`config.mk`:
```
export PLATFORM = sky130hd
export DESIGN_NAME = tag_array_ctrl_flat
export DESIGN_NICKNAME = d
export VERILOG_FILES = /design/src/rtl/tag_array_pkg.sv /design/src/rtl/tag_array_ctrl_if.sv /design/src/rtl/tag_array_ctrl_cmp.sv /design/src/rtl/tag_array_ctrl.sv /design/src/flat_wrapper.sv
export SDC_FILE = /design/constraint.sdc
export NUM_CORES = 1
export LEC_CHECK = 0
export ABC_CLOCK_PERIOD_IN_PS = 4800
export BUFFER_PORTS_ARGS = -buffer_cell sky130_fd_sc_hd__buf_2
export CAP_MARGIN = 25
export CORE_ASPECT_RATIO = 0.9
export CORE_UTILIZATION = 57
export CTS_BUF_LIST = sky130_fd_sc_hd__clkbuf_8
export DETAILED_ROUTE_END_ITERATION = 7
export GPL_TIMING_DRIVEN = 0
export PLACE_DENSITY = 0.94
export SETUP_SLACK_MARGIN = 0.05
export SYNTH_ARGS = -nofsm -noshare
export SYNTH_HDL_FRONTEND = slang
export SYNTH_SLANG_ARGS = --single-unit
```
`constraint.sdc`:
```
create_clock -name clk -period 4.8 [get_ports clk]
set_input_delay 0.96 -clock clk [delete_from_list [all_inputs] [get_ports clk]]
set_output_delay 0.96 -clock clk [all_outputs]
set_load 0.02 [all_outputs]
```
`src/rtl/tag_array_pkg.sv`:
```
// Shared types and sizes for the 2-way, 64-set tag array controller.
package tag_array_pkg;
  localparam int unsigned SETS  = 64;
  localparam int unsigned IDX_W = $clog2(SETS);
  localparam int unsigned TAG_W = 23;
  localparam int unsigned WAY_W = 24;

  typedef struct packed {
    logic             valid;
    logic [TAG_W-1:0] tag;
  } tag_entry_t;

  typedef enum logic {INIT, RUN} state_e;
endpackage

```
`src/rtl/tag_array_ctrl_if.sv`:
```
// Request/response bundle between the cache pipeline (master) and the tag array controller (slave).
interface tag_array_ctrl_if;
  logic                           lk_valid;
  logic                           lk_ready;
  logic [tag_array_pkg::IDX_W-1:0] lk_idx;
  logic [tag_array_pkg::TAG_W-1:0] lk_tag;
  logic                           rsp_valid;
  logic                           rsp_hit;
  logic                           rsp_way;
  logic                           rsp_victim;
  logic                           fill_valid;
  logic                           fill_ready;
  logic [tag_array_pkg::IDX_W-1:0] fill_idx;
  logic                           fill_way;
  logic [tag_array_pkg::TAG_W-1:0] fill_tag;
  logic                           fill_vld;

  modport master (
    output lk_valid, lk_idx, lk_tag, fill_valid, fill_idx, fill_way, fill_tag, fill_vld,
    input  lk_ready, fill_ready, rsp_valid, rsp_hit, rsp_way, rsp_victim
  );

  modport slave (
    input  lk_valid, lk_idx, lk_tag, fill_valid, fill_idx, fill_way, fill_tag, fill_vld,
    output lk_ready, fill_ready, rsp_valid, rsp_hit, rsp_way, rsp_victim
  );
endinterface

```
`src/rtl/tag_array_ctrl_cmp.sv`:
```
// Combinational 2-way tag compare and replacement-way selection on one SRAM read word.
module tag_cmp_2way
  import tag_array_pkg::*;
(
  input  logic [2*WAY_W-1:0] dout,
  input  logic [TAG_W-1:0]   tag,
  input  logic               rr_bit,
  output logic               hit,
  output logic               way,
  output logic               victim
);
  tag_entry_t e0, e1;
  logic       hit0, hit1;

  assign e0 = dout[WAY_W-1:0];
  assign e1 = dout[2*WAY_W-1:WAY_W];

  always_comb begin
    hit0 = e0.valid && (e0.tag == tag);
    hit1 = e1.valid && (e1.tag == tag);
    hit  = hit0 || hit1;
    // Double hit is an illegal array state; way0 is reported.
    way  = !hit0 && hit1;
    if (!e0.valid)      victim = 1'b0;
    else if (!e1.valid) victim = 1'b1;
    else                victim = rr_bit;
  end
endmodule

```
`src/rtl/tag_array_ctrl.sv`:
```
// Tag SRAM sequencer: clears all sets after reset, then arbitrates fills and lookups onto the single RW port.
module tag_array_ctrl
  import tag_array_pkg::*;
(
  input  logic                 clk,
  input  logic                 rst,
  tag_array_ctrl_if.slave      bus,
  output logic                 init_done,
  output logic                 sram_csb0,
  output logic                 sram_web0_aL,
  output logic [1:0]           sram_wmask0,
  output logic [IDX_W-1:0]     sram_addr0,
  output logic [2*WAY_W-1:0]   sram_din0,
  input  logic [2*WAY_W-1:0]   sram_dout0
);
  state_e           state;
  logic [IDX_W-1:0] init_cnt;
  logic [SETS-1:0]  rr_bits;
  logic [2:0]       fill_streak;
  logic             pend_vld;
  logic [TAG_W-1:0] pend_tag;
  logic             pend_rr;
  logic             active, guard, fill_gnt, lk_gnt;
  logic             cmp_hit, cmp_way, cmp_victim;
  tag_entry_t       fill_entry;

  assign active         = (state == RUN) && !rst;
  assign guard          = (fill_streak == 3'd4);
  assign bus.fill_ready = active && !guard;
  assign bus.lk_ready   = active && (guard || !bus.fill_valid);
  assign fill_gnt       = bus.fill_valid && bus.fill_ready;
  assign lk_gnt         = bus.lk_valid && bus.lk_ready;
  assign fill_entry     = {bus.fill_vld, bus.fill_tag};

  always_comb begin
    sram_csb0    = 1'b1;
    sram_web0_aL = 1'b1;
    sram_wmask0  = '0;
    sram_addr0   = '0;
    sram_din0    = '0;
    if (state == INIT) begin
      sram_csb0    = 1'b0;
      sram_web0_aL = 1'b0;
      sram_wmask0  = '1;
      sram_addr0   = init_cnt;
    end else if (fill_gnt) begin
      sram_csb0    = 1'b0;
      sram_web0_aL = 1'b0;
      sram_wmask0  = bus.fill_way ? 2'b10 : 2'b01;
      sram_addr0   = bus.fill_idx;
      sram_din0    = bus.fill_way ? {fill_entry, {WAY_W{1'b0}}} : {{WAY_W{1'b0}}, fill_entry};
    end else if (lk_gnt) begin
      sram_csb0  = 1'b0;
      sram_addr0 = bus.lk_idx;
    end
  end

  tag_cmp_2way u_cmp (
    .dout   (sram_dout0),
    .tag    (pend_tag),
    .rr_bit (pend_rr),
    .hit    (cmp_hit),
    .way    (cmp_way),
    .victim (cmp_victim)
  );

  always_ff @(posedge clk) begin
    if (rst) begin
      state          <= INIT;
      init_cnt       <= '0;
      init_done      <= 1'b0;
      rr_bits        <= '0;
      fill_streak    <= '0;
      pend_vld       <= 1'b0;
      pend_tag       <= '0;
      pend_rr        <= 1'b0;
      bus.rsp_valid  <= 1'b0;
      bus.rsp_hit    <= 1'b0;
      bus.rsp_way    <= 1'b0;
      bus.rsp_victim <= 1'b0;
    end else begin
      case (state)
        INIT: begin
          init_cnt <= init_cnt + 1'b1;
          if (init_cnt == IDX_W'(SETS - 1)) begin
            state     <= RUN;
            init_done <= 1'b1;
          end
        end
        RUN:     ;
        default: state <= INIT;
      endcase

      if (fill_gnt) rr_bits[bus.fill_idx] <= ~bus.fill_way;
      // Streak only grows while a lookup is actually waiting behind the fills.
      fill_streak <= (fill_gnt && bus.lk_valid) ? fill_streak + 3'd1 : 3'd0;

      pend_vld <= lk_gnt;
      if (lk_gnt) begin
        pend_tag <= bus.lk_tag;
        pend_rr  <= rr_bits[bus.lk_idx];
      end

      // sram_dout0 is only trusted at the edge right after a lookup grant.
      bus.rsp_valid  <= pend_vld;
      bus.rsp_hit    <= pend_vld && cmp_hit;
      bus.rsp_way    <= pend_vld && cmp_way;
      bus.rsp_victim <= pend_vld && cmp_victim;
    end
  end
endmodule

```
`src/flat_wrapper.sv`:
```
// flat-port wrapper written by rule: the top's interface ports become plain ports
module tag_array_ctrl_flat import tag_array_pkg::*;
  (clk, rst, init_done, sram_csb0, sram_web0_aL, sram_wmask0, sram_addr0, sram_din0, sram_dout0, bus_lk_valid, bus_lk_idx, bus_lk_tag, bus_fill_valid, bus_fill_idx, bus_fill_way, bus_fill_tag, bus_fill_vld, bus_lk_ready, bus_fill_ready, bus_rsp_valid, bus_rsp_hit, bus_rsp_way, bus_rsp_victim);
  tag_array_ctrl_if bus_i ();
  input  logic clk;
  input  logic rst;
  output logic init_done;
  output logic sram_csb0;
  output logic sram_web0_aL;
  output logic [1:0] sram_wmask0;
  output logic [IDX_W-1:0] sram_addr0;
  output logic [2*WAY_W-1:0] sram_din0;
  input  logic [2*WAY_W-1:0] sram_dout0;
  input wire logic [$bits(bus_i.lk_valid)-1:0] bus_lk_valid;
  input wire logic [$bits(bus_i.lk_idx)-1:0] bus_lk_idx;
  input wire logic [$bits(bus_i.lk_tag)-1:0] bus_lk_tag;
  input wire logic [$bits(bus_i.fill_valid)-1:0] bus_fill_valid;
  input wire logic [$bits(bus_i.fill_idx)-1:0] bus_fill_idx;
  input wire logic [$bits(bus_i.fill_way)-1:0] bus_fill_way;
  input wire logic [$bits(bus_i.fill_tag)-1:0] bus_fill_tag;
  input wire logic [$bits(bus_i.fill_vld)-1:0] bus_fill_vld;
  output wire logic [$bits(bus_i.lk_ready)-1:0] bus_lk_ready;
  output wire logic [$bits(bus_i.fill_ready)-1:0] bus_fill_ready;
  output wire logic [$bits(bus_i.rsp_valid)-1:0] bus_rsp_valid;
  output wire logic [$bits(bus_i.rsp_hit)-1:0] bus_rsp_hit;
  output wire logic [$bits(bus_i.rsp_way)-1:0] bus_rsp_way;
  output wire logic [$bits(bus_i.rsp_victim)-1:0] bus_rsp_victim;
  assign bus_i.lk_valid = bus_lk_valid;
  assign bus_i.lk_idx = bus_lk_idx;
  assign bus_i.lk_tag = bus_lk_tag;
  assign bus_i.fill_valid = bus_fill_valid;
  assign bus_i.fill_idx = bus_fill_idx;
  assign bus_i.fill_way = bus_fill_way;
  assign bus_i.fill_tag = bus_fill_tag;
  assign bus_i.fill_vld = bus_fill_vld;
  assign bus_lk_ready = bus_i.lk_ready;
  assign bus_fill_ready = bus_i.fill_ready;
  assign bus_rsp_valid = bus_i.rsp_valid;
  assign bus_rsp_hit = bus_i.rsp_hit;
  assign bus_rsp_way = bus_i.rsp_way;
  assign bus_rsp_victim = bus_i.rsp_victim;
  tag_array_ctrl u_core (.clk(clk), .rst(rst), .bus(bus_i), .init_done(init_done), .sram_csb0(sram_csb0), .sram_web0_aL(sram_web0_aL), .sram_wmask0(sram_wmask0), .sram_addr0(sram_addr0), .sram_din0(sram_din0), .sram_dout0(sram_dout0));
endmodule
```
# Word-level counts from Yosys, hierarchy flattened
# Cells that the tools add are included.
# word_totals
word_cells	68
output_inout_bits	65
ff_bits	104
input_bits	112
# op_classes
n_mux	23
n_reduce_logical	21
order_cmp	3
addsub	2
bitwise	3
eq_ne	4
# ops
cell	n
$mux W48	3
$bwmux W64	1
$eq A23 B23 Y1	2
$mux W6	3
$lt A6 B7 Y1 const B	2
$logic_and A1 B1 Y1	13
$mux W1	11
$add A6 B1 Y6 const B	1
$bmux W1 S6	1
$demux W1 S6	1
$eq A6 B6 Y1 const B	1
$ge A6 B1 Y1 const B	1
$mux W2	3
$logic_not A1 Y1	4
$add A3 B1 Y3 const B	1
$eq A3 B3 Y1 const B	1
$not A1 Y1	3
$logic_or A1 B1 Y1	2
$reduce_and A2 Y1	1
$reduce_or A2 Y1	1

# Logic depth before layout (Yosys ltp)
# Gate-level depths: netlist of run 1.
# depth
ltp_word	7
depth_mapped	9
depth_no_buf	8

# Cells and area by module
# Synthesis of run 1 repeated with hierarchy kept, for this count alone.
# hier_totals
cells_unflattened	674
area_unflattened_um2	5455.2
# by_module_without_submodules
module	instances	cells_per_inst	seq_area_each_um2	area_each_um2
tag_array_ctrl	1	608	2082.0	4916.0
tag_cmp_2way	1	66	0.0	539.3

# Worst setup path before layout of run 1
# Ideal clock, no wire load.
# synth_timing
kind	input-to-output
startpoint	in rst
endpoint	out sram_addr0[3]
cell_stages	6
arrival_ns	2.355
slack_ns	1.485
t_required_ns	3.840
path_cell_list	buf_2 nor2b_1 buf_2 nand3b_1 clkbuf_1 o21ai_0
# synth_between
elab_chain_len	7
# synth_lines
element	line	rtl
start: declaration	flat_wrapper.sv:6	input logic rst;
$logic_not A1 Y1 (*)	tag_array_ctrl.sv:27	assign active = (state == RUN) && !rst;
$logic_and A1 B1 Y1 (*)	tag_array_ctrl.sv:27	
$logic_and A1 B1 Y1	tag_array_ctrl.sv:30	assign bus.lk_ready = active && (guard || !bus.fill_valid);
$logic_and A1 B1 Y1	tag_array_ctrl.sv:32	assign lk_gnt = bus.lk_valid && bus.lk_ready;
$mux W6	tag_array_ctrl.sv:52	end else if (lk_gnt) begin
$mux W6 (*)	tag_array_ctrl.sv:46	end else if (fill_gnt) begin
$mux W6 (*)	tag_array_ctrl.sv:41	if (state == INIT) begin
end: declaration	flat_wrapper.sv:11	output logic [IDX_W-1:0] sram_addr0;
# Mark *: on every way between the ends. The rest lies on a longest branch, timed or not.

# Worst setup path in the final report of run 1
# layout_timing
startpoint	in rst
endpoint	out sram_din0[44]
# layout_between
elab_chain_len	6
# layout_lines
element	line	rtl
$logic_not A1 Y1	tag_array_ctrl.sv:27	
$logic_and A1 B1 Y1	tag_array_ctrl.sv:27	
$logic_and A1 B1 Y1	tag_array_ctrl.sv:29	assign bus.fill_ready = active && !guard;
$logic_and A1 B1 Y1	tag_array_ctrl.sv:31	assign fill_gnt = bus.fill_valid && bus.fill_ready;
$mux W48	tag_array_ctrl.sv:46	
$mux W48	tag_array_ctrl.sv:41	
end: declaration	flat_wrapper.sv:12	output logic [2*WAY_W-1:0] sram_din0;
# No other way between the ends.

==> results.cfg, run 1 <==
[cts]
cts_buffer_depth = 2
cts-root-buf = clkbuf_8
clk_latency_ns = 0.37
cts_resized = 0
cts.sinks = 104
postCtsSetupRepairBufs = 0
cts_buffers = 9
hold_buffers = 0
cts.htree.levels = 3
tritoncts = yes
clk_pin_slew_ns = 0.09

[synthesis]
yosys.area.top_type = dfxtp_1
synthAdderAreaFrac_pct = 0.694
synth_compound_area_share_pct = 14.2
ys_warn_count = 0
synthCells = 675
yosys-top-cells-count = nor2_1, dfxtp_1, nand2_1, a211oi_1, clkbuf_1
ys_ff_latch = 104
syn-mean-instance-area_um2 = 8.01
synth_most_common_cell = nor2_1
syn_area_um2 = 5410
synth_edf_count = 0
yosys.area.top_type_share_pct = 38.5
seq_area_frac_synth_pct = 38.5
muxShareOfSynthArea_pct = 8.19
synth-simple-area-share_pct = 26.1
async_reset_ff_share_pct = 0
syn_nets = 790
synthFlopType = dfxtp_1
synth_area_leaders = dfxtp_1, nor2_1, a211oi_1
synth_top_family_by_area = simple AND/OR/NAND/NOR gates
synth_cell_types = 39
synth_xor_area_share_pct = 8.10

[timing]
grt_setup_unrepaired = false
final_max_slew_viol_count = 0
hold_viol = 0
fin_crit_ns = 3.69
fin_tns_setup_ns = 0
relSlewSlack_pct = 60.0
fmax_ghz = 0.271
setup_viol = 0
fin_skew_ns = 0.0103
worst_slew_pin_slew_ns = 0.599
fin_crit_sh_pct = 76.9

[worst_setup_path]
end_kind = output port
setup.worst_path.start_class = input port
crit_fanout = 10
required_ns = 3.84
crit_start = rst
r2r-start = u_core.fill_streak[0]
r2r_cells = 8
crit_type = input port to output port
crit_arrival_ns = 2.73

[hold_path]
hold_depth = 1
holdCritStartpoint = u_core.fill_streak[0]
hold_path.class = flop to flop

[routing]
routed_wl_um = 16400
vias = 5645
drt_iter0_drc = 482
drc = 0
first_pass_iters = 5
wl_per_cell_um = 16.7
viasPerCell = 5.74
ant_nets = 0

[power]
power.total_mw = 1.51
seqPwrFrac_pct = 57.2
peakVddDrop_mv = 0.236
total_switching_power_uw = 384
comb_power_share_pct = 10.2
switching_share_pct = 25.4
p_leak_nw = 2.53
clkPwrFrac_pct = 32.6
p_per_area_nw_per_um2 = 230
p_int_mw = 1.13

[grt]
grt_pass1_vias = 5354
grt_use_total_pct = 33.5
grt_pass1_wl_um = 25600
grt-ovfl-total = 0
grt_max_degree = 17
antenna_found_initial = 0

[finish]
stdcell_count = 983
num_antenna_cells = 0
synthToLayoutAreaGrowth_pct = 21.8
layout.nets = 971
drive_gt1_share_pct = 24.7

[die]
die_x_um = 105
fp.dieH_um = 94.4
core_um2 = 9170
die-area_um2 = 9880
initial_core_util_pct = 59.0
fp-row-count = 33
ioPinCount = 177

[place]
place.gp.congestion = 0.911
port_buffers = 170
dpl.hpwl_um = 12100
place_inst = 967

[flow_run]
max_cap_violations = 0

[outcome]
status = finished clean
-- area by class of cell --
cell class | instances | area (um^2)
inverters | 6 | 22.5
flip-flops and latches | 104 | 2080
multi-input cells | 518 | 3100
clock buffers | 10 | 138
fillers | 722 | 2580
plain buffers | 47 | 205
clock inverters | 6 | 37.5
well taps | 122 | 153
repair buffers | 170 | 851
-- per-layer routing --
layer  global-route usage, %  vias to the layer above  routed length, um
met3                    8.97                       47               1400
met5                       0                        -                  0
li1                        -                     2684                  -
met4                    14.2                        0                454
met1                    39.8                     2614               6700
met2                    57.9                      300               7890
-- registers in the layout (all words and copies together) (netlist names) --
signal                 flops
u_core.bus.rsp_hit         1
u_core.bus.rsp_valid       1
u_core.bus.rsp_victim      1
u_core.bus.rsp_way         1
u_core.fill_streak         3
u_core.init_cnt            6
u_core.init_done           1
u_core.pend_rr             1
u_core.pend_tag           23
u_core.pend_vld            1
u_core.rr_bits            64
u_core.state               1
-- path summary, 6_finish.rpt --
kind	slack, ns	to
worst max-delay path	1.11	sram_din0[44]
worst min-delay path	0.46	u_core.fill_streak[0]
worst max register to register	2.54	u_core.rr_bits[44]
worst min register to register	0.46	u_core.fill_streak[0]
-- power groups by stage --
| stage | logic [mW] | registers [mW] | clock network (mW) |
|---|---|---|---|
| finish | 0.154 | 0.867 | 0.493 |
| global route | 0.165 | 0.867 | 0.530 |
| CTS | 0.152 | 0.867 | 0.497 |
| detailed placement | 0.151 | 0.887 | 0 |
| global placement | 0.149 | 0.886 | 0 |
| floorplan | 0.0767 | 0.886 | 0 |
-- logic make-up after synthesis --
family,Yosys count
AOI/OAI and AO/OA,112
xor gates and xnor gates,50
adders and majority gates,3
buffers and inverters,53
DFF,104
muxes,21
and+or+nand+nor,332
-- critical path: stages --
cell	delay (ns)
buf_2	0.18
nor2b_1	0.12
buf_2	0.20
and2_1	0.16
buf_2	0.23
nand2_1	0.19
clkbuf_1	0.28
nor2_1	0.21
buf_2	0.19
-- stage by stage --
stage	util, %	area, um^2	setup slack (ns)	hold slack, ns
floorplan	-	5410	1.48	0.417
global placement	70.0	6410	1.14	0.438
detailed placement	70.0	6410	1.13	0.446
CTS	71.9	6590	1.11	0.458
global route	71.9	6590	0.912	0.466
finish	71.9	6590	1.11	0.459
-- cell usage in the layout, fill, tap and decap left out, types with 7 or more instances in the layout --
master | Yosys | layout
nand2_1 | 78 | 78
nor4_1 | 7 | 7
nand4_1 | 12 | 12
clkbuf_1 | 33 | 33
a211oi_1 | 64 | 64
xor2_1 | 25 | 25
buf_2 | 11 | 181
inv_1 | 5 | 7
dfxtp_1 | 104 | 104
xnor2_1 | 25 | 25
nor2_1 | 192 | 192
clkbuf_8 | 0 | 10
mux4_2 | 12 | 12
a21oi_1 | 29 | 29
nor2b_1 | 13 | 13
Note: power is estimated with default switching activity, not from simulation.
==> run 2, diff against run 1 <==
--- a/config.mk
+++ b/config.mk
@@ -5,15 +5,15 @@
 export SDC_FILE = /design/constraint.sdc
 export NUM_CORES = 1
 export LEC_CHECK = 0
-export ABC_CLOCK_PERIOD_IN_PS = 4800
+export ABC_CLOCK_PERIOD_IN_PS = 3000
 export BUFFER_PORTS_ARGS = -buffer_cell sky130_fd_sc_hd__buf_2
 export CAP_MARGIN = 25
 export CORE_ASPECT_RATIO = 0.9
-export CORE_UTILIZATION = 57
+export CORE_UTILIZATION = 48
 export CTS_BUF_LIST = sky130_fd_sc_hd__clkbuf_8
 export DETAILED_ROUTE_END_ITERATION = 7
 export GPL_TIMING_DRIVEN = 0
-export PLACE_DENSITY = 0.94
+export PLACE_DENSITY = 0.85
 export SETUP_SLACK_MARGIN = 0.05
 export SYNTH_ARGS = -nofsm -noshare
 export SYNTH_HDL_FRONTEND = slang
==> constraint.sdc (replaced) <==
create_clock -name clk -period 3 [get_ports clk]
set_input_delay 0.6 -clock clk [delete_from_list [all_inputs] [get_ports clk]]
set_output_delay 0.6 -clock clk [all_outputs]
set_load 0.02 [all_outputs]
==> run 2 against run 1 <==
Effect of this change: core utilization is 11 points lower; sequential share of layout area is 0.35 points lower; critical endpoint is now sram_addr0[5]; clock power is 78% higher; total power is 66% higher; combinational power is 58% higher; largest cell class unchanged; largest power group unchanged; hold slack worse by 0.0069 ns.
==> results.cfg, run 2 (synthesized netlist as in run 1, its figures left out) <==
[outcome]
status = finished clean

[worst_setup_path]
reg2reg_to = u_core.pend_tag[8]
endpoint = sram_addr0[5]
r2r_cells = 10
crit_start = u_core.fill_streak[0]
crit_type = flop to output port
required_ns = 2.40
regToRegSetupSlack_ns = 0.60
r2r-start = u_core.fill_streak[0]
setup.worst_path.start_class = flop
crit_arrival_ns = 2.28
end_kind = output port
crit_fanout = 13

[finish]
final_common_cell = nor2_1
stdcell_count = 1012
num_antenna_cells = 0
drive_gt1_share_pct = 25.6
largest-register = u_core.rr_bits
layout.nets = 970
largest_reg_flops = 64
final_cell_mix = nor2_1, buf_2, dfxtp_1
fin_util_pct = 61.1
largestRegisters = u_core.rr_bits: 64 flops, u_core.pend_tag: 23 flops, u_core.init_cnt: 6 flops
synthToLayoutAreaGrowth_pct = 23.2

[cts]
clk_pin_slew_ns = 0.10
hold_buffers = 0
cts.sinks = 104
cts_buffers = 9
cts_buffer_depth = 2
cts-root-buf = clkbuf_8
clk_latency_ns = 0.37
tritoncts = yes
cts.htree.levels = 3

[place]
port_buffers = 170
dp_slack_ns = -0.0497
dpl.hpwl_um = 12000
place_inst = 997
place.gp.congestion = 0.810

[routing]
drc = 0
wl_met3_um = 1190
drt-met1-wl_um = 6860
routed-wl-met2_um = 7660
drt_iter0_drc = 409
routed_wl_um = 16100
wl_per_cell_um = 16.0
ant_nets = 0
vias = 5527
viasPerCell = 5.46
first_pass_iters = 5
top_layer = met4

[timing]
fmax_ghz = 0.347
grt_setup_unrepaired = false
hold_viol = 0
fin_skew_ns = 0.00725
worst_slew_pin_slew_ns = 0.606
fin_crit_sh_pct = 96.0
holdWs_ns = 0.452
relSlewSlack_pct = 59.4
fin_crit_ns = 2.88
final_max_slew_viol_count = 0
fin_ws_ns = 0.121
setup_viol = 0

[power]
p_leak_nw = 2.57
power.total_mw = 2.51
peakVddDrop_mv = 0.366
p_per_area_nw_per_um2 = 377

[flow_run]
max_cap_violations = 0

[grt]
antenna_found_initial = 0
grt_pass1_vias = 5052
grt_use_total_pct = 27.9
grt_pass1_wl_um = 25000
grt-ovfl-total = 0
grt_max_degree = 18

[die]
initial_core_util_pct = 49.6
fp.dieH_um = 103
ioPinCount = 177
die_x_um = 114
fp-row-count = 36
die-area_um2 = 11700
core_um2 = 10900

[hold_path]
hold_path.class = input port to flop
## run 2: cell types whose count changed in the layout (fill, tap and decap cells not counted), moves of 2 or more
cell        previous run  this run
buf_2                181       179
buf_4                  0         3
clkbuf_1              33        27
clkbuf_2               0         3
clkinv_2               0         2
clkinvlp_4             4         0
inv_6                  0         2
## run 2: power breakdown
group	switching, mW	internal, mW	total (mW)
registers	0.00332	1.38	1.39
logic	0.137	0.107	0.244
clock network	0.491	0.388	0.879
total	0.631	1.88	2.51
## run 2: worst max-delay path, cell delays in order (launching register included)
cell	delay (ns)
dfxtp_1	0.37
inv_1	0.06
ha_1	0.20
a21boi_1	0.18
buf_4	0.19
nand3b_1	0.24
inv_4	0.13
a221o_1	0.36
buf_2	0.18
## run 2: what timing repair did
| item | 4_1_cts | 5_1_grt |
|---|---|---|
| endpoints found under the setup margin | 9 | 43 |
| setup buffers | 2 | 0 |
| pin swaps | 0 | 0 |
| resized for setup | 4 | 9 |
## run 2: stage by stage
step / setup TNS [ns] / cell area, um^2
global placement: -0.0470 / 6450
finish: 0 / 6660
floorplan: 0 / 5410
detailed placement: -0.0497 / 6450
global route: 0 / 6660
CTS: 0 / 6660
## run 2: area by class of cell
class | count | area, um^2
plain buffers | 44 | 203
well taps | 152 | 190
repair buffers | 172 | 866
clock inverters | 7 | 70.1
inverters | 6 | 25.0
multi-input cells | 518 | 3100
flip-flops and latches | 104 | 2080
fillers | 973 | 4240
clock buffers | 9 | 124
## run 2: metal layers
metal  up-vias  track usage (%)
li1       2685                -
met1      2568             33.5
met2       235             48.8
met3        39             5.88
met4         0             12.5
met5         -                0
## run 2: worst min-delay path by stage
stage	cells past startpoint	startpoint	end	slack [ns]
6_report	3	bus_lk_tag[6]	u_core.pend_tag[6]	0.45
5_1_grt	3	bus_lk_tag[5]	u_core.pend_tag[5]	0.44
4_1_cts	3	bus_lk_tag[4]	u_core.pend_tag[4]	0.44
3_5_place_dp	1	u_core.fill_streak[0]	u_core.fill_streak[0]	0.45
3_3_place_gp	1	u_core.fill_streak[0]	u_core.fill_streak[0]	0.44
2_1_floorplan	1	u_core.fill_streak[0]	u_core.fill_streak[0]	0.42
==> run 3, diff against run 2 <==
--- a/config.mk
+++ b/config.mk
@@ -13,7 +13,7 @@
 export CTS_BUF_LIST = sky130_fd_sc_hd__clkbuf_8
 export DETAILED_ROUTE_END_ITERATION = 7
 export GPL_TIMING_DRIVEN = 0
-export PLACE_DENSITY = 0.85
+export PLACE_DENSITY = 0.78
 export SETUP_SLACK_MARGIN = 0.05
 export SYNTH_ARGS = -nofsm -noshare
 export SYNTH_HDL_FRONTEND = slang
==> run 3 against run 2 <==
Effect of this change: clock power up 8.3%; sequential power about the same; final area up 0.92%; maximum frequency up 1.7%; wire length up 0.66%; register-to-register slack better by 0.13 ns; core utilization up 0.56 points; sequential cell count unchanged; sequential share of layout area down 0.27 points; count of clock-buffer cells in the layout unchanged; clock skew down 0.0012 ns; critical path type unchanged; largest power group unchanged.
==> results.cfg, run 3 (synthesized netlist as in run 1, its figures left out) <==
[outcome]
status = finished clean

[routing]
ant_nets = 0
first_pass_iters = 7
drc = 0
viasPerCell = 5.34
wl_per_cell_um = 16.0
vias = 5430
routed_wl_um = 16300
drt_iter0_drc = 367

[finish]
final_common_cell = nor2_1
largestRegisters = u_core.rr_bits: 64 flops, u_core.pend_tag: 23 flops, u_core.init_cnt: 6 flops
synthToLayoutAreaGrowth_pct = 24.3
drive_gt1_share_pct = 26.3
layout.nets = 974
finalInstanceArea_um2 = 6720
largest-register = u_core.rr_bits
fin_util_pct = 61.7
largest_reg_flops = 64
fill_cells = 1004
final_cell_mix = nor2_1, buf_2, dfxtp_1

[die]
die-area_um2 = 11700
die_x_um = 114
fp-row-count = 36
ioPinCount = 177
initial_core_util_pct = 49.6
core_um2 = 10900
fp.dieH_um = 103

[grt]
grt_use_total_pct = 28.0
grt_pass1_vias = 4900
antenna_found_initial = 1
grt-ovfl-total = 0
grt_pass1_wl_um = 25100
grt_max_degree = 17

[timing]
worst_slew_pin_slew_ns = 0.623
hold_viol = 0
fin_crit_ns = 2.83
setup_viol = 0
fin_ws_ns = 0.169
fin_tns_setup_ns = 0
fmax_ghz = 0.353
fin_skew_ns = 0.00607
fin_crit_sh_pct = 94.4
final_max_slew_viol_count = 0
relSlewSlack_pct = 58.2
grt_setup_unrepaired = false

[cts]
cts.htree.levels = 3
clk_pin_slew_ns = 0.10
cts_buffers = 9
tritoncts = yes
clk_latency_ns = 0.39
cts.sinks = 104
cts-root-buf = clkbuf_8
cts_buffer_depth = 2

[place]
dpl.hpwl_um = 12000
place.gp.congestion = 0.826
dp_slack_ns = 0.0127
port_buffers = 170
placed_area_um2 = 6450

[worst_setup_path]
end_kind = output port
crit_type = flop to output port
required_ns = 2.40
crit_arrival_ns = 2.23
setup.worst_path.start_class = flop
crit_fanout = 10

[power]
p_per_area_nw_per_um2 = 384
p_leak_nw = 2.60
peakVddDrop_mv = 0.283

[hold_path]
hold_path.class = flop to flop

[flow_run]
max_cap_violations = 0
[run 3: cell types whose count changed in the layout (fill, tap and decap cells not counted), sizes merged]
cell      previous run  this run
buf                185       187
clkbuf              40        42
bufinv               1         2
clkinv               3         2
clkinvlp             0         1
diode                0         1
inv                  9         8
[run 3: layout make-up]
class	count	area [um^2]	area share [%]
Timing Repair Buffer	173	876	13.0
Tap cell	152	190	2.83
Clock buffer	9	124	1.84
Buffer	47	228	3.39
Clock inverter	7	88.8	1.32
Multi-Input combinational cell	518	3110	46.2
Sequential cell	104	2080	31.0
Antenna cell	1	2.50	0.0372
Inverter	6	22.5	0.335
[run 3: metrics by stage]
| step | power [mW] | cells | hold slack (ns) |
|---|---|---|---|
| 2_1_floorplan | 1.54 | 675 | 0.417 |
| 3_3_place_gp | 1.66 | 997 | 0.433 |
| 3_5_place_dp | 1.66 | 997 | 0.436 |
| 4_1_cts | 2.59 | 1016 | 0.438 |
| 5_1_grt | 2.68 | 1017 | 0.437 |
| 6_report | 2.58 | 1017 | 0.422 |
[run 3: what timing repair did]
action | in CTS | in global routing
hold endpoints to repair | 0 | 0
resized for setup | 5 | 18
buffers inserted | 3 | 0
hold buffers | 0 | 0
setup endpoints to repair | 30 | 47
[run 3: final timing paths]
check                   startpoint               endpoint  slack [ns]  cells past startpoint
max          u_core.fill_streak[0]          sram_addr0[5]        0.17                      9
min          u_core.fill_streak[0]  u_core.fill_streak[0]        0.42                      1
max reg2reg  u_core.fill_streak[0]     u_core.rr_bits[10]        0.73                      9
min reg2reg  u_core.fill_streak[0]  u_core.fill_streak[0]        0.42                      1
[run 3: routing by layer]
metal / part of all wire (%) / GRT usage (%) / vias up / wire [um]
met1: 44 / 36.1 / 2511 / 7190
met2: 48 / 48.4 / 205 / 7770
met5: 0 / 0 / - / 0
met3: 7.1 / 6.70 / 14 / 1150
met4: 0.82 / 5.99 / 0 / 133
li1: - / - / 2700 / -
[run 3: where the power goes]
part,total [mW],internal (mW),switching [mW]
Clock,0.952,0.464,0.488
Sequential,1.39,1.38,0.00373
Combinational,0.245,0.108,0.137
Total,2.58,1.96,0.628
[run 3: critical path, stage by stage (launching register included)]
cell and delay (ns):
dfxtp_2 0.35, inv_1 0.05, ha_1 0.22, a21boi_2 0.15, buf_4 0.13, nand3b_1 0.19
inv_2 0.08, buf_2 0.19, a221o_1 0.31, buf_2 0.17
